<file path="src/rtl/trsq_pkg.sv">
// trsq_pkg: shared types and constants for the TRSQ8 program sequencer.
// Holds the per-cycle action encoding, default vector layout and clog2.
package trsq_pkg;

   typedef enum logic [2:0] {
      ACT_IRQ,
      ACT_HALT,
      ACT_JUMP,
      ACT_CALL,
      ACT_RET,
      ACT_SKIP,
      ACT_INC
   } act_e;

   localparam int TRSQ_VEC_BASE   = 4;
   localparam int TRSQ_VEC_STRIDE = 4;

   function automatic int trsq_clog2(input int v);
      int r;
      r = 0;
      for (int i = 0; i < 31; i++)
         if ((1 << i) < v) r = i + 1;
      return r;
   endfunction

endpackage

</file>
<file path="src/rtl/trsq_irq_arb.sv">
// trsq_irq_arb: irq edge detect, pending bits, mask and priority pick.
// TRSQ_IRQ_SYNC_EN adds a 2-flop synchroniser ahead of edge detection.
module trsq_irq_arb
   import trsq_pkg::*;
#(
   parameter int IRQ_N = 4
) (
   input  logic             clk,
   input  logic             rst_n,
   input  logic [IRQ_N-1:0] irq,
   input  logic [IRQ_N-1:0] mask,
   input  logic             en,
   output logic             eligible,
   output logic [2:0]       index,
   output logic [IRQ_N-1:0] ack
);

   logic [IRQ_N-1:0] irq_s;
   logic [IRQ_N-1:0] irq_d;
   logic [IRQ_N-1:0] pend;
   logic [IRQ_N-1:0] rise;
   logic [IRQ_N-1:0] req;
   logic [IRQ_N-1:0] sel;

`ifdef TRSQ_IRQ_SYNC_EN
   logic [IRQ_N-1:0] sync1;
   logic [IRQ_N-1:0] sync2;

   // Two-flop synchroniser for asynchronous request pins
   always_ff @(posedge clk or negedge rst_n) begin
      if (!rst_n) begin
         sync1 <= '0;
         sync2 <= '0;
      end else begin
         sync1 <= irq;
         sync2 <= sync1;
      end
   end

   assign irq_s = sync2;
`else
   assign irq_s = irq;
`endif

   assign rise     = irq_s & ~irq_d;
   assign req      = pend & mask;
   assign eligible = en & (|req);

   // Lowest enabled pending channel wins
   always_comb begin
      index = '0;
      for (int i = IRQ_N - 1; i >= 0; i--)
         if (req[i]) index = 3'(i);
      sel = eligible ? (IRQ_N'(1) << index) : '0;
   end

   // A new edge beats a same-cycle ack so the channel is not lost
   always_ff @(posedge clk or negedge rst_n) begin
      if (!rst_n) begin
         irq_d <= '0;
         pend  <= '0;
         ack   <= '0;
      end else begin
         irq_d <= irq_s;
         pend  <= (pend & ~sel) | rise;
         ack   <= sel;
      end
   end

endmodule

</file>
<file path="src/rtl/trsq_seq.sv">
// trsq_seq: TRSQ8 program sequencer (PC, return stack, irq entry).
// Define TRSQ_IRQ_SYNC_EN to synchronise irq_ip inside trsq_irq_arb.
module trsq_seq
   import trsq_pkg::*;
#(
   parameter  int PC_W        = 13,
   parameter  int STACK_DEPTH = 4,
   parameter  int IRQ_N       = 4,
   parameter  int VEC_BASE    = TRSQ_VEC_BASE,
   parameter  int VEC_STRIDE  = TRSQ_VEC_STRIDE,
   localparam int DW          = trsq_clog2(STACK_DEPTH + 1)
) (
   input  logic             clk_ip,
   input  logic             reset_n_ip,
   output logic [PC_W-1:0]  prom_addr_op,
   input  logic             jump_ip,
   input  logic             call_ip,
   input  logic [PC_W-1:0]  jump_addr_ip,
   input  logic             ret_ip,
   input  logic             reti_ip,
   input  logic             skip_ip,
   input  logic             halt_ip,
   input  logic [IRQ_N-1:0] irq_ip,
   input  logic [IRQ_N-1:0] irq_mask_ip,
   input  logic             gie_ip,
   output logic [IRQ_N-1:0] irq_ack_op,
   output logic             squash_op,
   output logic             in_isr_op,
   output logic [DW-1:0]    depth_op,
   output logic             stack_ovf_op,
   output logic             stack_unf_op
);

   localparam int AW = (STACK_DEPTH > 1) ? trsq_clog2(STACK_DEPTH) : 1;

   logic [PC_W-1:0] pc;
   logic [PC_W-1:0] pc_inc;
   logic [PC_W-1:0] pc_skip;
   logic [PC_W-1:0] vec;
   logic [PC_W-1:0] push_val;
   logic [PC_W-1:0] stk [STACK_DEPTH];
   logic [DW-1:0]   ptr;
   logic [AW-1:0]   wr_idx;
   logic [AW-1:0]   rd_idx;
   logic            full;
   logic            empty;
   logic            in_isr;
   logic            ovf;
   logic            unf;
   logic            elig;
   logic [2:0]      idx;
   act_e            act;

   trsq_irq_arb #(.IRQ_N(IRQ_N)) u_arb (
      .clk      (clk_ip),
      .rst_n    (reset_n_ip),
      .irq      (irq_ip),
      .mask     (irq_mask_ip),
      .en       (gie_ip & ~in_isr),
      .eligible (elig),
      .index    (idx),
      .ack      (irq_ack_op)
   );

   assign pc_inc   = pc + PC_W'(1);
   assign pc_skip  = pc + PC_W'(2);
   assign vec      = PC_W'(VEC_BASE) + PC_W'(VEC_STRIDE) * PC_W'(idx);
   assign full     = (ptr == DW'(STACK_DEPTH));
   assign empty    = (ptr == '0);
   assign wr_idx   = AW'(ptr);
   assign rd_idx   = AW'(ptr - DW'(1));
   assign push_val = (act == ACT_IRQ && !halt_ip) ? pc : pc_inc;

   // Pick this cycle's single action in priority order
   always_comb begin
      if (elig)                   act = ACT_IRQ;
      else if (halt_ip)           act = ACT_HALT;
      else if (jump_ip)           act = ACT_JUMP;
      else if (call_ip)           act = ACT_CALL;
      else if (ret_ip || reti_ip) act = ACT_RET;
      else if (skip_ip)           act = ACT_SKIP;
      else                        act = ACT_INC;
   end

   // PC, return stack and status flags
   always_ff @(posedge clk_ip or negedge reset_n_ip) begin
      if (!reset_n_ip) begin
         pc     <= '0;
         ptr    <= '0;
         in_isr <= 1'b0;
         ovf    <= 1'b0;
         unf    <= 1'b0;
         for (int i = 0; i < STACK_DEPTH; i++)
            stk[i] <= '0;
      end else begin
         case (act)
            ACT_IRQ, ACT_CALL: begin
               pc <= (act == ACT_IRQ) ? vec : jump_addr_ip;
               if (act == ACT_IRQ) in_isr <= 1'b1;
               if (full) begin
                  ovf <= 1'b1;
               end else begin
                  stk[wr_idx] <= push_val;
                  ptr         <= ptr + DW'(1);
               end
            end
            ACT_HALT: pc <= pc;
            ACT_JUMP: pc <= jump_addr_ip;
            ACT_RET: begin
               if (reti_ip) in_isr <= 1'b0;
               if (empty) begin
                  unf <= 1'b1;
                  pc  <= pc_inc;
               end else begin
                  pc  <= stk[rd_idx];
                  ptr <= ptr - DW'(1);
               end
            end
            ACT_SKIP: pc <= pc_skip;
            default:  pc <= pc_inc;
         endcase
      end
   end

   assign prom_addr_op = pc;
   assign squash_op    = (act == ACT_IRQ);
   assign in_isr_op    = in_isr;
   assign depth_op     = ptr;
   assign stack_ovf_op = ovf;
   assign stack_unf_op = unf;

endmodule

</file>
<file path="config.mk">
export PLATFORM = sky130hd
export DESIGN_NAME = trsq_seq
export DESIGN_NICKNAME = d
export VERILOG_FILES = /design/src/rtl/trsq_pkg.sv /design/src/rtl/trsq_irq_arb.sv /design/src/rtl/trsq_seq.sv
export SDC_FILE = /design/constraint.sdc
export NUM_CORES = 1
export LEC_CHECK = 0
export CAP_MARGIN = 10
export CORE_AREA = 3 3 155 97
export CTS_BUF_LIST = sky130_fd_sc_hd__clkbuf_8
export DETAILED_ROUTE_END_ITERATION = 10
export DIE_AREA = 0 0 158 100
export PLACE_DENSITY = 0.55
export RECOVER_POWER = 50
export SYNTH_ARGS = -nofsm -noshare
export SYNTH_HDL_FRONTEND = slang
export SYNTH_HIERARCHICAL = 1
export SYNTH_SLANG_ARGS = --single-unit
</file>
<file path="constraint.sdc">
create_clock -name clk_ip -period 2.85 [get_ports clk_ip]
set_input_delay 0.285 -clock clk_ip [delete_from_list [all_inputs] [get_ports clk_ip]]
set_output_delay 0.285 -clock clk_ip [all_outputs]
set_load 0.005 [all_outputs]
</file>
==> results of run 1 <==
## cell families (layout without fill, tap and decap cells)
group | Yosys count | count (layout)
AND/OR/NAND/NOR | 192 | 192
AO/OA/AOI/OAI | 136 | 136
flip-flops | 83 | 83
buffers and inverters | 47 | 104
XOR/XNOR | 32 | 32
multiplexers | 15 | 15
adder cells (fa/ha/maj) | 8 | 8
other | 1 | 1
## metal layers
| layer | track usage | vias to the layer above |
|---|---|---|
| li1 | - | 1937 |
| met1 | 0.2817 | 2019 |
| met2 | 0.2614 | 141 |
| met3 | 0.05343 | 12 |
| met4 | 0.03833 | 0 |
| met5 | 0 | - |
## worst paths after layout
kind                          startpoint          endpoint  slack, ns  cells after the start
setup / recovery           u_arb/pend[0]  prom_addr_op[10]       0.44                      9
max in group asynchronous     reset_n_ip       depth_op[1]       1.08                      1
min in group asynchronous     reset_n_ip      u_arb/ack[1]       0.49                      1
hold reg to reg             stack_unf_op      stack_unf_op       0.48                      1
hold / removal              stack_unf_op      stack_unf_op       0.48                      1
setup reg to reg           u_arb/pend[0]  prom_addr_op[10]       0.44                      9
## synthesized netlist by cell type, types with 2 or more instances
master,n,area (um^2)
or3_1,2,12.51
nand4_1,6,37.54
nor2b_1,4,25.02
nor4_1,5,31.28
nor3b_1,3,22.52
buf_2,16,80.08
buf_4,2,15.01
a221oi_1,4,35.03
nand3_1,18,90.09
clkbuf_2,2,10.01
o211ai_1,4,30.03
and3_1,4,25.02
a21oi_2,2,17.52
a211oi_1,2,15.01
a22o_1,5,43.79
o21a_1,2,15.01
o21ai_1,11,55.05
xor2_1,12,105.1
ha_1,8,100.1
mux4_2,13,292.8
nor3_4,2,32.53
o31a_1,2,17.52
dfrtp_1,83,2077
inv_1,10,37.54
nor3_1,12,60.06
nor2_1,29,108.9
a31oi_1,2,12.51
or2_2,2,12.51
xnor2_1,20,175.2
clkbuf_1,16,60.06
o22ai_1,6,37.54
and2_1,2,12.51
o21ai_0,59,295.3
or2_1,2,12.51
nor3_2,2,20.02
a21oi_1,20,100.1
a2111oi_0,2,17.52
nand2b_1,5,31.28
a21boi_1,3,22.52
nand2_1,84,315.3
## report_power, final
| part | switching (uW) | internal [uW] | total (uW) |
|---|---|---|---|
| combinational | 1300 | 1150 | 2440 |
| clock | 488 | 332 | 820 |
| sequential | 400 | 1630 | 2030 |
## stage by stage
step / cells / cell area [um^2] / hold slack [ns]
after floorplan: 514 / 4772 / -0.01059
after global placement: 730 / 5543 / 0.4562
after detailed placement: 730 / 5543 / 0.4639
after CTS: 746 / 5725 / 0.1367
after global routing: 746 / 5702 / 0.4888
final: 746 / 5702 / 0.4821
## area by class of cell
type / instances / area [um^2]
flip-flops and latches: 83 / 2077
clock inverters: 7 / 58.81
well taps: 175 / 219.0
multi-input cells: 384 / 2467
repair buffers: 78 / 718.2
fillers: 1320 / 7883
clock buffers: 9 / 123.9
inverters: 10 / 37.54
## sequential cells by signal, summed over array words and instances (netlist names)
| signal | cells |
|---|---|
| stack_ovf_op | 1 |
| stack_unf_op | 1 |
| stk | 52 |
| depth_op | 3 |
| prom_addr_op | 13 |
| u_arb/irq_d | 4 |
| in_isr_op | 1 |
| u_arb/pend | 4 |
| u_arb/ack | 4 |
==> PnR_summary.wiki, run 1 <==
{| class="wikitable"
! Metric !! Value
|-
| Final HPWL from detailed placement || just over 10,000 um
|-
| Number of failing setup endpoints in the final timing report || 0
|-
| Transition time at the pin with the least slew margin || around 2.1 ns
|-
| Number of CTS-inserted buffers || 9
|-
| Largest family of logic cells by synthesized area || simple AND/OR/NAND/NOR gates
|-
| Standby leakage power || approximately 0.0023 uW
|-
| Core region area || 0.01358 mm^2
|-
| Horiz. Die Dim || 158 um
|-
| Hold buffer count at cts || 0
|-
| Min-Delay Path Class || reg2reg
|-
| Cell Area, Synth || ~0.0048 mm^2
|-
| Ordered cell list for the critical path || a22oi_1 > a31oi_1 > buf_4 > nor4_2 > o21ai_0 > buf_12 > nor2_1 > o21ai_0 > a221oi_2
|-
| Vias per std cell || ~5.5
|-
| I/O pins || between 50 and 60
|-
| Vias after detailed routing || roughly 4,100
|-
| Grt ovf || 0
|-
| Area of the die || around 0.016 mm^2
|-
| Share of the yosys chip area belonging to registers || 0.4352
|-
| Top sig layer || met4
|-
| Data arrival time of the critical path || 2.69 ns
|-
| Clock skew after layout || 0.009866 ns
|-
| Clk pin slew, worst setup/hold paths || 0.10 ns
|-
| Floorplan row count || 33
|-
| Fmax || slightly above 400 MHz
|-
| Kind of end point of the critical path || flop
|-
| Max Slew Vio Count || 84
|-
| Starting Density || 0.3513
|-
| Power Density || between 900 and 1000 mW/mm^2
|-
| Critical Path Slowest Stage Cell || dfrtp_1
|-
| Placer congestion estimate || just over 0.9
|-
| Crit path top cell by count || o21ai_0
|-
| Postcts setup bufs || 0
|-
| Detailed-routed wire length on met2 || approximately 5800 um
|-
| Simple logic cell fraction of the synthesized area || 0.1969
|-
| Clock tree from TritonCTS || yes
|-
| Worst IR Drop VDD || about 0.58 mV
|-
| Clock sinks || 83
|-
| Cell class contributing the biggest share of worst-path delay || compound AO/OA/AOI/OAI gates
|-
| H-tree levels || 3
|-
| Final Cycle Share || 0.8454
|-
| Final sum of negative setup slack || 0 ns
|-
| Synth Area in Compound Gates || 0.1767
|-
| FF+latch count, synth || 83
|-
| DRT Pass-1 Iters || 5
|-
| Most frequently used flop master after synthesis || dfrtp_1
|-
| Most used cells in the layout excluding fill and tap cells || 84 x nand2_1, 83 x dfrtp_1, 59 x o21ai_0
|-
| Overall global routing resource usage || 0.1851
|-
| Number of buffers between clock root and the deepest sink || 2
|-
| DRT Wirelength || about 14,000 um
|-
| Post-layout minimum cycle time || 2.409 ns
|-
| Critical path required time || about 3.1 ns
|-
| Met3 routed WL || around 1100 um
|-
| Startpoint type of the worst setup path || flop
|-
| Post-synthesis average cell area || approximately 9.3 um^2
|-
| Area delta synth->final || 19.48%
|-
| Worst Setup Path Type || reg2reg
|-
| EDFF count, synth || 0
|-
| Post-detailed-route DRC marker count || 0
|-
| Commonest non-fill, non-tap cell in the layout || nand2_1
|-
| Largest net degree at the start of global routing || 84
|-
| Final Hold Violating Endpoints || 0
|-
| Clock Latency Late Sink || about 0.37 ns
|-
| # port buffers || 53
|-
| Delay contributed by the slowest stage of the critical path || between 0.4 and 0.5 ns
|-
| Antenna violations before repair || 0
|-
| Routed wirelength normalized by instance count || between 15 and 20 um
|-
| Crit path max fanout || 11
|-
| PostCTS Resize Cnt || 0
|-
| ANT nets after route || 0
|-
| Mux share of post-synthesis cell area || 0.06581
|-
| Synthesized-area fraction occupied by adder cells || 0.02098
|-
| Fraction of final layout cells sized beyond drive strength 1 || 0.1243
|-
| Die Height || about 100 um
|-
| Post-placement setup slack || 0.2059 ns
|-
| Initial DRC count || between 400 and 500
|-
| WL met1 || just under 7000 um
|-
| Vias in the first global route || between 4,000 and 5,000
|-
| Number of antenna cells inserted || 0
|-
| Root buffer selected by CTS || clkbuf_8
|-
| Warnings from Yosys || 6
|-
| Failing checks || max-capacitance violations, max-slew violations
|-
| Slack of the critical path || about 0.44 ns
|-
| RSZ-0062 raised after global routing || false
|-
| Final Power || between 5000 and 6000 uW
|-
| Max-slew headroom at the worst pin || -0.4146
|-
| Wire length of the first global-routing pass || around 23,000 um
|-
| Final Util || 0.4197
|-
| Syn_nets || about 550
|-
| Cell count after synthesis || 514
|-
| Layout Nets || ~600
|-
| Synth Area in XOR/XNOR || 0.05873
|-
| Max-Cap Viols || 1
|-
| CP bufs+invs || 2
|-
| Number of different library cells in the post-synthesis netlist || 66
|-
| Ys async rst share || 1.000
|-
| Run status || finished, violations left
|}
Note: power is estimated with default switching activity, not from simulation.
==> inputs of run 2 (changes only) <==
==> constraint.sdc (replaced) <==
create_clock -name clk_ip -period 2.43 [get_ports clk_ip]
set_input_delay 0.243 -clock clk_ip [delete_from_list [all_inputs] [get_ports clk_ip]]
set_output_delay 0.243 -clock clk_ip [all_outputs]
set_load 0.005 [all_outputs]
==> run 2 against run 1 <==
The run now ends clean. Register-to-register slack got worse by 0.31 ns. Power is 21% higher. Highest routed layer unchanged. First-iteration DRC count fell by 27%. Maximum frequency grew 4.7%. Largest cell class unchanged. Global-route usage is 0.057 points higher. Critical path type unchanged. Sequential power increased by 16%. Cell count increased by 3.6%. Cell area grew 5.1%. Combinational power rose by 23%. Die area unchanged. Non-clock buffer count grew 27. Worst setup slack worse by 0.31 ns.
==> PnR_summary.wiki, run 2 (synthesized netlist as in run 1, its figures left out) <==
{| class="wikitable"
! Metric !! Value
|-
| Run status || completed (was finished, violations left)
|-
| Clk pin slew, worst setup/hold paths || 0.10 ns (about the same)
|-
| Fmax || 434.7 MHz (was 415.0 MHz)
|-
| Number of buffers between clock root and the deepest sink || 2 (unchanged)
|-
| Clock sinks || 83 (unchanged)
|-
| Min-Delay Path Class || in2reg (was reg2reg)
|-
| R2R Path Start || depth_op[1] (was u_arb/pend[0])
|-
| Combinational Power Share || 0.467 (was 0.462)
|-
| Area of the die || 0.01580 mm^2 (unchanged)
|-
| Vias after detailed routing || 4,167 (was 4,109)
|-
| Share of power burned in registers || 0.367 (was 0.383)
|-
| Fraction of final layout cells sized beyond drive strength 1 || 0.1689 (was 0.1243)
|-
| Clock Latency Late Sink || 0.37 ns (about the same)
|-
| Max Slew Vio Count || 0 (was 84)
|-
| ANT nets after route || 0 (unchanged)
|-
| Fill count || 1,300 (was 1,320)
|-
| Final Hold Violating Endpoints || 0 (unchanged)
|-
| Max FFs per register || 52 (unchanged)
|-
| Overall global routing resource usage || 0.1856 (was 0.1851)
|-
| Sequential cell area in the final layout || 0.002077 mm^2 (unchanged)
|-
| RSZ-0062 raised after global routing || false (unchanged)
|-
| Grt ovf || 0 (unchanged)
|-
| Crit path max fanout || 10 (was 11)
|-
| Worst Setup Path Type || reg2reg (unchanged)
|-
| Wire length of the first global-routing pass || 22,760 um (was 22,560 um)
|-
| Kind of end point of the critical path || flop (unchanged)
|-
| Switching power || 2557 uW (was 2185 uW)
|-
| Relative contribution of the clock network to total power || 0.166 (was 0.155)
|-
| I/O pins || 54 (unchanged)
|-
| Core region area || 0.01358 mm^2 (unchanged)
|-
| Power Density || 1067 mW/mm^2 (was 928.2 mW/mm^2)
|-
| Max-Cap Viols || 0 (was 1)
|-
| Final Power || 6397 uW (was 5292 uW)
|-
| Total area of multi-input combinational cells || 0.002490 mm^2 (was 0.002467 mm^2)
|-
| Number of CTS-inserted buffers || 9 (unchanged)
|-
| Busiest layer in global routing || met1 (unchanged)
|-
| Critical path required time || 2.69 ns (was 3.13 ns)
|-
| Final Cycle Share || 0.9466 (was 0.8454)
|-
| Number of failing setup endpoints in the final timing report || 0 (unchanged)
|-
| Floorplan row count || 33 (unchanged)
|-
| Switching part of the total power || 0.3997 (was 0.4128)
|-
| Antenna violations before repair || 0 (unchanged)
|-
| Transition time at the pin with the least slew margin || 1.163 ns (was 2.122 ns)
|-
| H-tree levels || 3 (unchanged)
|-
| Cell class contributing the biggest share of worst-path delay || compound AO/OA/AOI/OAI gates (unchanged)
|-
| Smallest hold slack || 0.4566 ns (was 0.4821 ns)
|-
| Root buffer selected by CTS || clkbuf_8 (unchanged)
|-
| Ordered cell list for the critical path || inv_1 > ha_2 > buf_4 > mux4_2 > a32oi_1 > o211ai_1 > a22o_1 (was a22oi_1 > a31oi_1 > buf_4 > nor4_2 > o21ai_0 > buf_12 > nor2_1 > o21ai_0 > a221oi_2)
|-
| Critical Path Slowest Stage Cell || dfrtp_1 (unchanged)
|-
| Number of antenna cells inserted || 0 (unchanged)
|-
| Post-detailed-route DRC marker count || 0 (unchanged)
|-
| Layout Nets || 631 (was 604)
|-
| Initial DRC count || 293 (was 401)
|-
| Slack of the critical path || 0.1298 ns (was 0.4406 ns)
|-
| Horiz. Die Dim || 158 um (unchanged)
|-
| Internal Power || 3840 uW (was 3108 uW)
|-
| Most used cells in the layout excluding fill and tap cells || 84 x nand2_1, 83 x dfrtp_1, 59 x o21ai_0 (unchanged)
|-
| Post-placement setup slack || -0.1020 ns (was 0.2059 ns)
|-
| Commonest non-fill, non-tap cell in the layout || nand2_1 (unchanged)
|-
| DRT Pass-1 Iters || 5 (unchanged)
|-
| Starting Density || 0.3513 (unchanged)
|-
| Standby leakage power || 0.002498 uW (was 0.002343 uW)
|-
| Largest net degree at the start of global routing || 84 (unchanged)
|-
| Data arrival time of the critical path || 2.56 ns (was 2.69 ns)
|-
| Met1 track utilization from global routing || 0.3003 (was 0.2817)
|-
| Clock tree from TritonCTS || yes (unchanged)
|-
| Vias per std cell || 5.391 (was 5.508)
|-
| Register with the most flip-flops || stk (unchanged)
|-
| Max-slew headroom at the worst pin || 0.2249 (was -0.4146)
|-
| Met3 routing resource usage after global routing || 0.03835 (was 0.05343)
|-
| Worst IR Drop VDD || 0.5615 mV (was 0.5791 mV)
|-
| Routed wirelength normalized by instance count || 18.04 um (was 18.58 um)
|-
| Final HPWL from detailed placement || 10,520 um (was 10,390 um)
|-
| Vias in the first global route || 4,133 (was 4,161)
|-
| Delay contributed by the slowest stage of the critical path || 0.42 ns (about the same)
|-
| Source of the critical timing path || depth_op[1] (was u_arb/pend[0])
|-
| Die Height || 100 um (unchanged)
|-
| CP bufs+invs || 2 (unchanged)
|-
| Startpoint type of the worst setup path || flop (unchanged)
|-
| # port buffers || 53 (unchanged)
|-
| Area delta synth->final || 25.62% (was 19.48%)
|-
| Global routing usage on met2 || 0.2565 (was 0.2614)
|-
| DRT Wirelength || 13,940 um (was 13,860 um)
|-
| Start point of the worst hold path || irq_ip[0] (was stack_unf_op)
|-
| Post-layout minimum cycle time || 2.300 ns (was 2.409 ns)
|-
| Placer congestion estimate || 0.8893 (was 0.9202)
|-
| Clock skew after layout || 0.01646 ns (was 0.009866 ns)
|}
-- run 2: timing repair --
item / CTS / global route
hold endpoints to repair: 83 / 0
gates resized for setup: 0 / 2
setup endpoints to repair: 0 / 6
hold buffers: 1 / 0
setup buffers: 0 / 0
-- run 2: routing by layer --
metal	wire length, um	vias to the layer above
met5	0	-
met4	83	0
met3	942	10
met2	5823	122
met1	7094	2051
li1	-	1984
-- run 2: final cells by class --
cell class,count,area share
flip-flops and latches,83,0.3465
clock inverters,7,0.01336
repair buffers,105,0.1613
multi-input cells,384,0.4154
inverters,10,0.006262
well taps,175,0.03653
clock buffers,9,0.02066
-- run 2: final timing paths --
kind,to,slack [ns],depth (start not counted)
max reg2reg,prom_addr_op[7],0.13,7
max in group asynchronous,stk[41],0.91,3
min in group asynchronous,u_arb/ack[1],0.74,3
min,u_arb/irq_d[0],0.46,1
max,prom_addr_op[7],0.13,7
min reg2reg,stack_ovf_op,0.48,1
-- run 2: stage by stage --
stage / TNS (ns) / utilization / cells / instance area (um^2)
after floorplan: 0 / - / 514 / 4772
after global placement: -0.1764 / 0.4261 / 756 / 5788
after detailed placement: -0.9654 / 0.4261 / 756 / 5788
after CTS: 0 / 0.4418 / 773 / 6002
after global routing: 0 / 0.4413 / 773 / 5995
final: 0 / 0.4413 / 773 / 5995
-- run 2: power groups by stage --
stage | Clock [uW] | Combinational (uW) | Sequential [uW]
floorplan | 0 | 2000 | 2180
detailed placement | 0 | 2990 | 2370
CTS | 1090 | 3010 | 2350
global placement | 0 | 2970 | 2340
finish | 1060 | 2990 | 2350
global route | 1150 | 3320 | 2420
==> inputs of run 3 (changes only) <==
--- a/config.mk
+++ b/config.mk
@@ -5,11 +5,12 @@
 export SDC_FILE = /design/constraint.sdc
 export NUM_CORES = 1
 export LEC_CHECK = 0
+export ABC_AREA = 1
 export CAP_MARGIN = 10
-export CORE_AREA = 3 3 155 97
+export CORE_AREA = 3 3 159 99
 export CTS_BUF_LIST = sky130_fd_sc_hd__clkbuf_8
 export DETAILED_ROUTE_END_ITERATION = 10
-export DIE_AREA = 0 0 158 100
+export DIE_AREA = 0 0 162 102
 export PLACE_DENSITY = 0.55
 export RECOVER_POWER = 50
 export SYNTH_ARGS = -nofsm -noshare
==> run 3 against run 2 <==
Worst hold slack got worse by 0.029 ns. Routed wire length rose by 3.4%. Cell count rose by 25%. Critical path depth fell by 2. First-iteration DRC count rose by 20%. Core utilization fell by 2.0 points. Sequential power barely moved. Register-to-register slack improved by 0.25 ns. Maximum frequency rose by 10%. Clock power rose by 11%.
==> PnR_summary.wiki, run 3 <==
{| class="wikitable"
! Metric !! Value
|-
| Root buffer selected by CTS || clkbuf_8 (unchanged)
|-
| Wire length of the first global-routing pass || 23,590 um (was 22,760 um)
|-
| Largest family of logic cells by synthesized area || simple AND/OR/NAND/NOR gates (unchanged)
|-
| Post-layout minimum cycle time || 2.091 ns (was 2.300 ns)
|-
| Final HPWL from detailed placement || 10,630 um (was 10,520 um)
|-
| Vias after detailed routing || 4,755 (was 4,167)
|-
| Synth Area in Compound Gates || 0.1148 (was 0.1767)
|-
| Horiz. Die Dim || 162 um (was 158 um)
|-
| Final sum of negative setup slack || 0 ns (unchanged)
|-
| Crit path max fanout || 8 (was 10)
|-
| Cell count after synthesis || 701 (was 514)
|-
| Clock Latency Late Sink || 0.37 ns (about the same)
|-
| Grt ovf || 0 (unchanged)
|-
| EDFF count, synth || 0 (unchanged)
|-
| Most frequently used flop master after synthesis || dfrtp_1 (unchanged)
|-
| Commonest non-fill, non-tap cell in the layout || nand2_1 (unchanged)
|-
| Area delta synth->final || 21.67% (was 25.62%)
|-
| Total area of multi-input combinational cells || 0.002500 mm^2 (was 0.002490 mm^2)
|-
| Number of failing setup endpoints in the final timing report || 0 (unchanged)
|-
| Layout Nets || 802 (was 631)
|-
| Fill count || 1,506 (was 1,300)
|-
| Data arrival time of the critical path || 1.85 ns (was 2.56 ns)
|-
| Placer congestion estimate || 0.8738 (was 0.8893)
|-
| Warnings from Yosys || 6 (unchanged)
|-
| Number of antenna cells inserted || 0 (unchanged)
|-
| Delay contributed by the slowest stage of the critical path || 0.53 ns (was 0.42 ns)
|-
| Kind of end point of the critical path || primary output (was flop)
|-
| # port buffers || 53 (unchanged)
|-
| Share of the yosys chip area belonging to registers || 0.4169 (was 0.4352)
|-
| Min-Delay Path Class || reg2reg (was in2reg)
|-
| Postcts setup bufs || 0 (unchanged)
|-
| Max Slew Vio Count || 0 (unchanged)
|-
| FF+latch count, synth || 83 (unchanged)
|-
| Cell class contributing the biggest share of worst-path delay || buffers and inverters (was compound AO/OA/AOI/OAI gates)
|-
| Register with the most flip-flops || stk (unchanged)
|-
| Final Hold Violating Endpoints || 0 (unchanged)
|-
| Standby leakage power || 0.003021 uW (was 0.002498 uW)
|-
| Critical Path Slowest Stage Cell || clkdlybuf4s50_1 (was dfrtp_1)
|-
| Hold buffer count at cts || 1 (unchanged)
|-
| Post-detailed-route DRC marker count || 0 (unchanged)
|-
| Worst IR Drop VDD || 0.6188 mV (was 0.5615 mV)
|-
| Max-Cap Viols || 0 (unchanged)
|-
| Initial DRC count || 351 (was 293)
|-
| DRT Wirelength || 14,420 um (was 13,940 um)
|-
| Clock tree from TritonCTS || yes (unchanged)
|-
| PostCTS Resize Cnt || 0 (unchanged)
|-
| Ordered cell list for the critical path || nor2_1 > inv_1 > a31oi_1 > buf_4 > clkdlybuf4s50_1 (was inv_1 > ha_2 > buf_4 > mux4_2 > a32oi_1 > o211ai_1 > a22o_1)
|-
| DRT Pass-1 Iters || 5 (unchanged)
|-
| Synthesized-area fraction occupied by adder cells || 0.02009 (was 0.02098)
|-
| Clock skew after layout || 0.01792 ns (was 0.01646 ns)
|-
| Number of buffers between clock root and the deepest sink || 2 (unchanged)
|-
| H-tree levels || 3 (unchanged)
|-
| Number of CTS-inserted buffers || 9 (unchanged)
|-
| Antenna violations before repair || 0 (unchanged)
|-
| Synth Area in XOR/XNOR || 0.03516 (was 0.05873)
|-
| Core region area || 0.01438 mm^2 (was 0.01358 mm^2)
|-
| Starting Density || 0.3465 (was 0.3513)
|-
| Die Height || 102 um (was 100 um)
|-
| Post-synthesis cell type with the largest combined area || dfrtp_1 (unchanged)
|-
| Post-synthesis average cell area || 7.107 um^2 (was 9.284 um^2)
|-
| Vias in the first global route || 4,613 (was 4,133)
|-
| Top post-synthesis cells by area || dfrtp_1 42%, nand2_1 20%, nand3_1 5.0% (was dfrtp_1 44%, nand2_1 6.6%, o21ai_0 6.2%)
|-
| Most used cells in the layout excluding fill and tap cells || 269 x nand2_1, 83 x dfrtp_1, 58 x inv_1 (was 84 x nand2_1, 83 x dfrtp_1, 59 x o21ai_0)
|-
| Cell Area, Synth || 0.004982 mm^2 (was 0.004772 mm^2)
|-
| Number of different library cells in the post-synthesis netlist || 37 (was 66)
|-
| Syn_nets || 739 (was 552)
|-
| Worst Setup Path Type || reg2out (was reg2reg)
|-
| Vias per std cell || 4.917 (was 5.391)
|-
| Clk pin slew, worst setup/hold paths || 0.10 ns (about the same)
|-
| Yosys top cell area share || 0.4169 (was 0.4352)
|-
| Simple logic cell fraction of the synthesized area || 0.3325 (was 0.1969)
|-
| Final Cycle Share || 0.8606 (was 0.9466)
|-
| Ys async rst share || 1.000 (unchanged)
|-
| Worst hold stages || 1 (unchanged)
|-
| Sequential cell area in the final layout || 0.002077 mm^2 (unchanged)
|-
| Worst path depth || 5 (was 7)
|-
| Max-slew headroom at the worst pin || 0.2510 (was 0.2249)
|-
| Critical path required time || 2.19 ns (was 2.69 ns)
|-
| Post-DP Area || 0.005844 mm^2 (was 0.005788 mm^2)
|-
| Reg2Reg Depth || 13 (was 7)
|-
| Power Density || 1212 mW/mm^2 (was 1067 mW/mm^2)
|-
| I/O pins || 54 (unchanged)
|-
| Max FFs per register || 52 (unchanged)
|-
| Run status || completed (unchanged)
|-
| Overall global routing resource usage || 0.1805 (was 0.1856)
|-
| CP bufs+invs || 3 (was 2)
|-
| ANT nets after route || 0 (unchanged)
|-
| Routed wirelength normalized by instance count || 14.91 um (was 18.04 um)
|-
| Clock sinks || 83 (unchanged)
|-
| Area of the die || 0.01652 mm^2 (was 0.01580 mm^2)
|-
| Most frequent cell after synthesis || nand2_1 (unchanged)
|-
| Fraction of final layout cells sized beyond drive strength 1 || 0.09233 (was 0.1689)
|-
| Most common library cells after synthesis || 269 x nand2_1, 83 x dfrtp_1, 58 x inv_1, 50 x nand3_1, 44 x o21ai_0 (was 84 x nand2_1, 83 x dfrtp_1, 59 x o21ai_0, 29 x nor2_1)
|-
| Largest net degree at the start of global routing || 44 (was 84)
|-
| Summed area of non-filler cells in the final layout || 0.006062 mm^2 (was 0.005995 mm^2)
|-
| Startpoint type of the worst setup path || flop (unchanged)
|-
| Fmax || 478.2 MHz (was 434.7 MHz)
|-
| RSZ-0062 raised after global routing || false (unchanged)
|-
| Transition time at the pin with the least slew margin || 1.123 ns (was 1.163 ns)
|-
| Floorplan row count || 34 (was 33)
|-
| Mux share of post-synthesis cell area || 0 (was 0.06581)
|}
run 3: cell types whose count changed in the layout (fill, tap and decap cells not counted), moves of 17 or more:
cell	before	now
nand3_1	18	50
inv_1	10	58
o21ai_1	11	30
xnor2_1	20	3
buf_4	44	13
nand2_1	84	269
run 3: power breakdown:
group,switching (uW),internal [uW]
Sequential,459,1910
Clock,581,597
Combinational,2350,1450
Total,3390,3960
run 3: through the flow:
| stage | util | hold WS (ns) | worst slack (ns) | power [uW] | std cells |
|---|---|---|---|---|---|
| 5_1_grt | 0.4216 | 0.4386 | 0.1547 | 8057 | 967 |
| 3_3_place_gp | 0.4065 | 0.2729 | 0.05586 | 6152 | 950 |
| 3_5_place_dp | 0.4065 | 0.2810 | 0.09817 | 6202 | 950 |
| 2_1_floorplan | - | -0.05259 | 0.2731 | 4780 | 701 |
| 6_report | 0.4216 | 0.4275 | 0.3386 | 7348 | 967 |
| 4_1_cts | 0.4232 | 0.3151 | 0.3056 | 7414 | 967 |
run 3: cell type report:
class | instances | share of cell area
clock buffer | 9 | 0.02043
timing repair buffer | 75 | 0.1205
sequential | 83 | 0.3426
multi-input combinational | 522 | 0.4124
inverter | 73 | 0.04561
tap | 198 | 0.04087
clock inverter | 7 | 0.01754
run 3: cells by family after synthesis:
| family | Yosys count |
|---|---|
| simple gates | 385 |
| compound gates | 108 |
| buf+inv | 96 |
| flops | 83 |
| xor+xnor | 20 |
| fa+ha+maj | 8 |
| other cells | 1 |
run 3: path summary, 6_finish.rpt:
path | from | to | slack, ns
setup / recovery | in_isr_op | squash_op | 0.34
hold / removal | u_arb/irq_d[0] | u_arb/pend[0] | 0.43
setup reg to reg | u_arb/pend[2] | depth_op[1] | 0.38
hold reg to reg | u_arb/irq_d[0] | u_arb/pend[0] | 0.43
max in group asynchronous | reset_n_ip | stk[32] | 0.75
min in group asynchronous | reset_n_ip | stk[23] | 0.61
run 3: routing by layer:
layer	track usage	vias up	wire length, um
li1	-	2352	-
met3	0.04172	19	814
met1	0.2650	2252	7342
met4	0.04915	0	180
met5	0	-	0
met2	0.2680	132	6080
run 3: worst reg2reg max path: stages, from the launching register on:
cell and delay, ns:
dfrtp_1 0.39, nand2_1 0.09, nand2_1 0.08, inv_1 0.07
a31oi_1 0.07, buf_4 0.17, nor2_4 0.14, inv_2 0.09
nor2_8 0.16, nand3_4 0.17, inv_4 0.08, nand2_1 0.12
nand2_1 0.18, o21ai_0 0.11
==> variant 1 (flow settings as in run 1) <==
`IRQ_N` is set to 4 in 2 places; all go to 5.
--- a/src/rtl/trsq_irq_arb.sv
+++ b/src/rtl/trsq_irq_arb.sv
@@ -5,3 +5,3 @@
 #(
-   parameter int IRQ_N = 4
+   parameter int IRQ_N = 5
 ) (
--- a/src/rtl/trsq_seq.sv
+++ b/src/rtl/trsq_seq.sv
@@ -7,3 +7,3 @@
    parameter  int STACK_DEPTH = 4,
-   parameter  int IRQ_N       = 4,
+   parameter  int IRQ_N       = 5,
    parameter  int VEC_BASE    = TRSQ_VEC_BASE,
Interface: changed (resized irq_ack_op, irq_ip and irq_mask_ip); port bits go from 54 to 57. The function was not compared with the original's and may differ.
==> variant 1 against run 1 <==
  * Total power grew 0.90%
  * Wire length grew 4.5%
  * Largest power group unchanged
  * Clock power grew 1%
  * Sequential cell count grew 3
  * The run still ends with capacitance limit, slew limit left
  * Cell area grew 3.5%
  * Area after synthesis grew 2.3%
  * Setup slack lost 0.049 ns
==> variant 1: results (changes against run 1) <==
stage;metric;value;unit;change
synthesis;synthArstFlopShare;1.00;;unchanged
clock_network;cts_made_buffers;9;;unchanged
synthesis;synth_cell_types;68;;was 66
clock_network;post_cts_buffers;0;;unchanged
flow_run;maxCapViolCount;1;;unchanged
power_and_ir_drop;vdd.ir_drop.worst;0.491;mV;was 0.579 mV
route;met2WireLength;6.01;mm;was 5.76 mm
synthesis;yosys_warnings;6;;unchanged
grt;grt_pass1_wl;23.6;mm;was 22.6 mm
worst_hold_path;hp-class;reg -> reg;;unchanged
worst_setup_path;crit_arrival;2.73;ns;was 2.69 ns
clock_network;cts.repair.resized;0;;unchanged
synthesis;yosys-top-cells-area;dfrtp_1 (44%), nand2_1 (6.5%), o21ai_0 (6.2%);;was dfrtp_1 (44%), nand2_1 (6.6%), o21ai_0 (6.2%)
placement;placedInstanceArea;5720;um^2;was 5540 um^2
grt;grt_max_degree;55;;was 84
route;via_count;4204;;was 4,109
route;wl_met1;7.28;mm;was 6.92 mm
clock_network;clockRootBuffer;clkbuf_8;;unchanged
clock_network;clkTransAtPathRegs;0.10;ns;about the same
worst_setup_path;slowest_stage;dfrtp_1;;unchanged
grt;antenna_found_initial;0;;unchanged
final_layout;num-nets-final;626;;was 604
route;top_layer_used;met4;;unchanged
status;violations;capacitance limit, slew limit;;unchanged
final_layout;top_register;stk;;unchanged
grt;track_usage;0.195;;was 0.185
status;status;complete, but fails checks;;unchanged
clock_network;clk_latency;0.38;ns;
timing;fin_skew;0.0165;ns;was 0.00987 ns
route;routed_wl;14.5;mm;was 13.9 mm
clock_network;cts.htree.levels;3;;unchanged
final_layout;drive_above_1_share;0.132;;was 0.124
synthesis;syn-num-nets;565;;was 552
final_layout;largest_reg_flops;52;;unchanged
route;drt_first_pass_iters;5;;unchanged
placement;portBuffers;56;;was 53
synthesis;yosysSeqAreaShare;0.441;;was 0.435
worst_setup_path;crit_path_max_fanout;14;;was 11
power_and_ir_drop;p_leak;2.41;nW;was 2.34 nW
clock_network;cts.path.max_buffers;2;;unchanged
worst_setup_path;critPathMaxStageDelay;0.45;ns;was 0.42 ns
route;met3_length;1.11;mm;was 1.06 mm
worst_setup_path;critical-path-top-delay-family;compound AO/OA/AOI/OAI gates;;unchanged
timing;slew_violations;33;;was 84
route;drtIter0Drc;326;;was 401
timing;slew_headroom;-0.360;;was -0.415
final_layout;diodes;0;;unchanged
synthesis;netlist_top_cells_count;dfrtp_1 (86), nand2_1 (85), o21ai_0 (60), nor2_1 (32), a21oi_1 (23);;was nand2_1 (84), dfrtp_1 (83), o21ai_0 (59), nor2_1 (29)
placement;dpl.hpwl;11.0;mm;was 10.4 mm
clock_network;hold_buffers;1;;was 0
final_layout;fill_cells;1347;;was 1,320
grt;grt_pass1_vias;4256;;was 4,161
placement;gp_congestion;0.927;;was 0.920
variant 1: cell type report:
type                    instances  area, um^2  area share
clock buffers                   9         124      0.0210
multi-input cells             394        2530       0.428
well taps                     175         219      0.0371
repair buffers                 86         791       0.134
clock inverters                 7        56.3     0.00954
flip-flops and latches         86        2150       0.365
inverters                       9        33.8     0.00572
variant 1: worst paths after layout:
path,endpoint,cells past startpoint,slack [ns],from
hold / removal,u_arb/pend[0],1,0.43,u_arb/irq_d[0]
setup / recovery,prom_addr_op[10],10,0.39,u_arb/pend[2]
min in group asynchronous,u_arb/pend[2],2,1.03,reset_n_ip
hold reg to reg,u_arb/pend[0],1,0.43,u_arb/irq_d[0]
setup reg to reg,prom_addr_op[10],10,0.39,u_arb/pend[2]
max in group asynchronous,stk[18],2,0.64,reset_n_ip
variant 1: through the flow:
stage	setup slack (ns)	total power [W]	hold slack (ns)	cells	utilization
2_1_floorplan	0.465	0.00358	-0.0106	525	-
3_3_place_gp	0.234	0.00447	0.272	749	0.421
3_5_place_dp	0.111	0.00453	0.272	749	0.421
4_1_cts	0.385	0.00538	0.348	766	0.435
5_1_grt	0.0952	0.00577	0.479	766	0.435
6_report	0.391	0.00534	0.431	766	0.435
variant 1: kinds of logic after synthesis:
family                     after synthesis  share of synthesized area
xor gates and xnor gates                32                     0.0574
AOI/OAI and AO/OA                      137                      0.170
DFF                                     86                      0.441
muxes                                   15                     0.0643
buffers and inverters                   45                     0.0415
adders and majority gates                8                     0.0205
and+or+nand+nor                        202                      0.205
variant 1: per-layer routing:
metal,vias up,GRT usage
li1,1997,-
met2,148,0.269
met3,8,0.0577
met4,0,0.0456
met5,-,0
met1,2051,0.300
variant 1: power by group:
part	total, W	switching [W]	internal [W]	leakage [nW]
Sequential	0.00206	0.000393	0.00167	1.06
Clock	0.000831	0.000503	0.000327	0.0842
Combinational	0.00245	0.00130	0.00114	1.26
Total	0.00534	0.00220	0.00314	2.41
==> variant 2 (flow settings as in run 1) <==
Made on the original files. Put a register stage on the output `irq_ack_op`, with the module's reset. The value now appears one clock later. The other outputs are not delayed to match.
--- a/src/rtl/trsq_seq.sv
+++ b/src/rtl/trsq_seq.sv
@@ -35,2 +35,4 @@
 
+   logic [IRQ_N-1:0] irq_ack_op_d;
+
    logic [PC_W-1:0] pc;
@@ -61,3 +63,3 @@
       .index    (idx),
-      .ack      (irq_ack_op)
+      .ack      (irq_ack_op_d)
    );
@@ -131,2 +133,10 @@
 
+   always_ff @(posedge clk_ip or negedge reset_n_ip) begin
+      if (!reset_n_ip) begin
+         irq_ack_op <= '0;
+      end else begin
+         irq_ack_op <= irq_ack_op_d;
+      end
+   end
+
 endmodule
Check against the original RTL: not equivalent (a bounded check fails within 4 cycles, from zero or initial values and one cycle with reset_n_ip low).
==> variant 2 against run 1 <==
  * Cell area up 1.4%
  * Total power up 3.4%
  * Utilization up 0.57 points
  * Via count down 3.5%
  * Critical path depth down 3
  * Wire length down 1.0%
  * Hold slack worse by 0.12 ns
  * Setup slack better by 0.023 ns
  * Area after synthesis up 1.3%
  * Die area unchanged
  * Sequential cell count up 4
==> variant 2: results (changes against run 1) <==
stage;metric;value;unit;change
status;status;finished, final reports clean;;was complete, but fails checks
worst_setup_path;slowest_stage;ha_1;;was dfrtp_1
synthesis;synthArstFlopShare;1.00;;unchanged
grt;grt_pass1_wl;22.1;mm;was 22.6 mm
placement;dpl.hpwl;10.4;mm;about the same
route;drt_first_pass_iters;5;;unchanged
worst_setup_path;critPathMaxStageDelay;0.66;ns;was 0.42 ns
timing;hold_viol;0;;unchanged
final_layout;top_register;stk;;unchanged
final_layout;drive_above_1_share;0.132;;was 0.124
final_layout;diodes;0;;unchanged
worst_setup_path;critical-path-top-delay-family;compound AO/OA/AOI/OAI gates;;unchanged
grt;track_usage;0.182;;was 0.185
final_layout;num-nets-final;579;;was 604
timing;tightest_slew;1.14;ns;was 2.12 ns
power_and_ir_drop;pwr-share-seq;0.390;;was 0.383
worst_setup_path;crit_path_max_fanout;10;;was 11
synthesis;netlist_top_cells_count;dfrtp_1 (87), nand2_1 (73), o21ai_0 (62), nor2_1 (23), a21oi_1 (20);;was nand2_1 (84), dfrtp_1 (83), o21ai_0 (59), nor2_1 (29)
final_layout;largest_reg_flops;52;;unchanged
timing;fin_skew;0.0128;ns;was 0.00987 ns
worst_hold_path;hp-class;reg -> reg;;unchanged
synthesis;synth_flop_cell;dfrtp_1;;unchanged
clock_network;clkTransAtPathRegs;0.10;ns;about the same
synthesis;syn-num-nets;526;;was 552
synthesis;yosys_warnings;6;;unchanged
route;via_per_inst;5.50;;was 5.51
synthesis;synth_cell_types;64;;was 66
route;drtIter0Drc;377;;was 401
timing;finalSetupViolCount;0;;unchanged
placement;preCtsSetupSlack;0.218;ns;was 0.206 ns
grt;grt_max_degree;45;;was 84
power_and_ir_drop;p_seq;0.00213;W;was 0.00203 W
placement;portBuffers;53;;unchanged
synthesis;yosysSeqAreaShare;0.450;;was 0.435
power_and_ir_drop;p_leak;2.38;nW;was 2.34 nW
grt;grt_pass1_vias;3974;;was 4,161
clock_network;cts.path.max_buffers;2;;unchanged
placement;gp_congestion;0.903;;was 0.920
clock_network;clockRootBuffer;clkbuf_8;;unchanged
clock_network;hold_buffers;1;;was 0
power_and_ir_drop;p_int;0.00329;W;was 0.00311 W
power_and_ir_drop;comb-power;0.00243;W;
clock_network;cts.htree.levels;3;;unchanged
power_and_ir_drop;vdd.ir_drop.worst;0.717;mV;was 0.579 mV
route;wl_per_cell;19.0;um;was 18.6 um
clock_network;cts_made_buffers;9;;unchanged
grt;grt_overflow;0;;unchanged
grt;antenna_found_initial;0;;unchanged
synthesis;yosys-top-cells-area;dfrtp_1 (45%), o21ai_0 (6.4%), mux4_2 (6.1%);;was dfrtp_1 (44%), nand2_1 (6.6%), o21ai_0 (6.2%)
clock_network;cts.repair.resized;0;;unchanged
clock_network;clk_latency;0.36;ns;
clock_network;post_cts_buffers;0;;unchanged
worst_setup_path;crit_arrival;2.64;ns;was 2.69 ns
==> variant 2: changes by cell type in the layout (fill, tap and decap cells not counted), moves of 6 or more <==
| cell | delta |
|---|---|
| a221oi_1 | +7 |
| nand2_1 | -11 |
| nor2_1 | -6 |
| o21ai_1 | -8 |
| o22ai_1 | -6 |
==> variant 2: through the flow <==
stage	instance area, um^2	hold slack [ns]	std cells
CTS	5790	0.360	721
global route	5780	0.367	721
floorplan	4840	-0.0106	488
global placement	5580	0.318	704
finish	5780	0.359	721
detailed placement	5580	0.322	704
==> variant 2: worst paths after layout <==
path,startpoint,end,slack [ns],cells after the start
setup / recovery,depth_op[1],prom_addr_op[8],0.46,6
hold / removal,u_arb/ack[0],irq_ack_op[0],0.36,0
setup reg to reg,depth_op[1],prom_addr_op[8],0.46,6
hold reg to reg,u_arb/ack[0],irq_ack_op[0],0.36,0
max in group asynchronous,reset_n_ip,u_arb/irq_d[1],0.77,3
min in group asynchronous,reset_n_ip,u_arb/pend[1],0.66,2
==> variant 2: layout make-up <==
type | count | area [um^2]
fill | 1307 | 7800
multi-input combinational | 354 | 2430
sequential | 87 | 2180
timing repair buffer | 75 | 696
tap | 175 | 219
clock buffer | 9 | 124
clock inverter | 7 | 78.8
inverter | 14 | 52.6
==> variant 2: cells by family (layout without fill, tap and decap cells) <==
group	count (synthesis)	after routing	share of synthesized area
compound gates	141	141	0.190
other cells	1	1	0.000775
fa+ha+maj	8	8	0.0207
flops	87	87	0.450
simple gates	155	155	0.163
buf+inv	47	105	0.0481
mux	19	19	0.0730
xor+xnor	30	30	0.0543
==> variant 2: metal layers <==
metal / vias up / wire (um) / GRT usage
met5: - / 0 / 0
met4: 0 / 84 / 0.0284
met3: 10 / 962 / 0.0461
met2: 132 / 5660 / 0.257
met1: 1966 / 7020 / 0.287
li1: 1857 / - / -
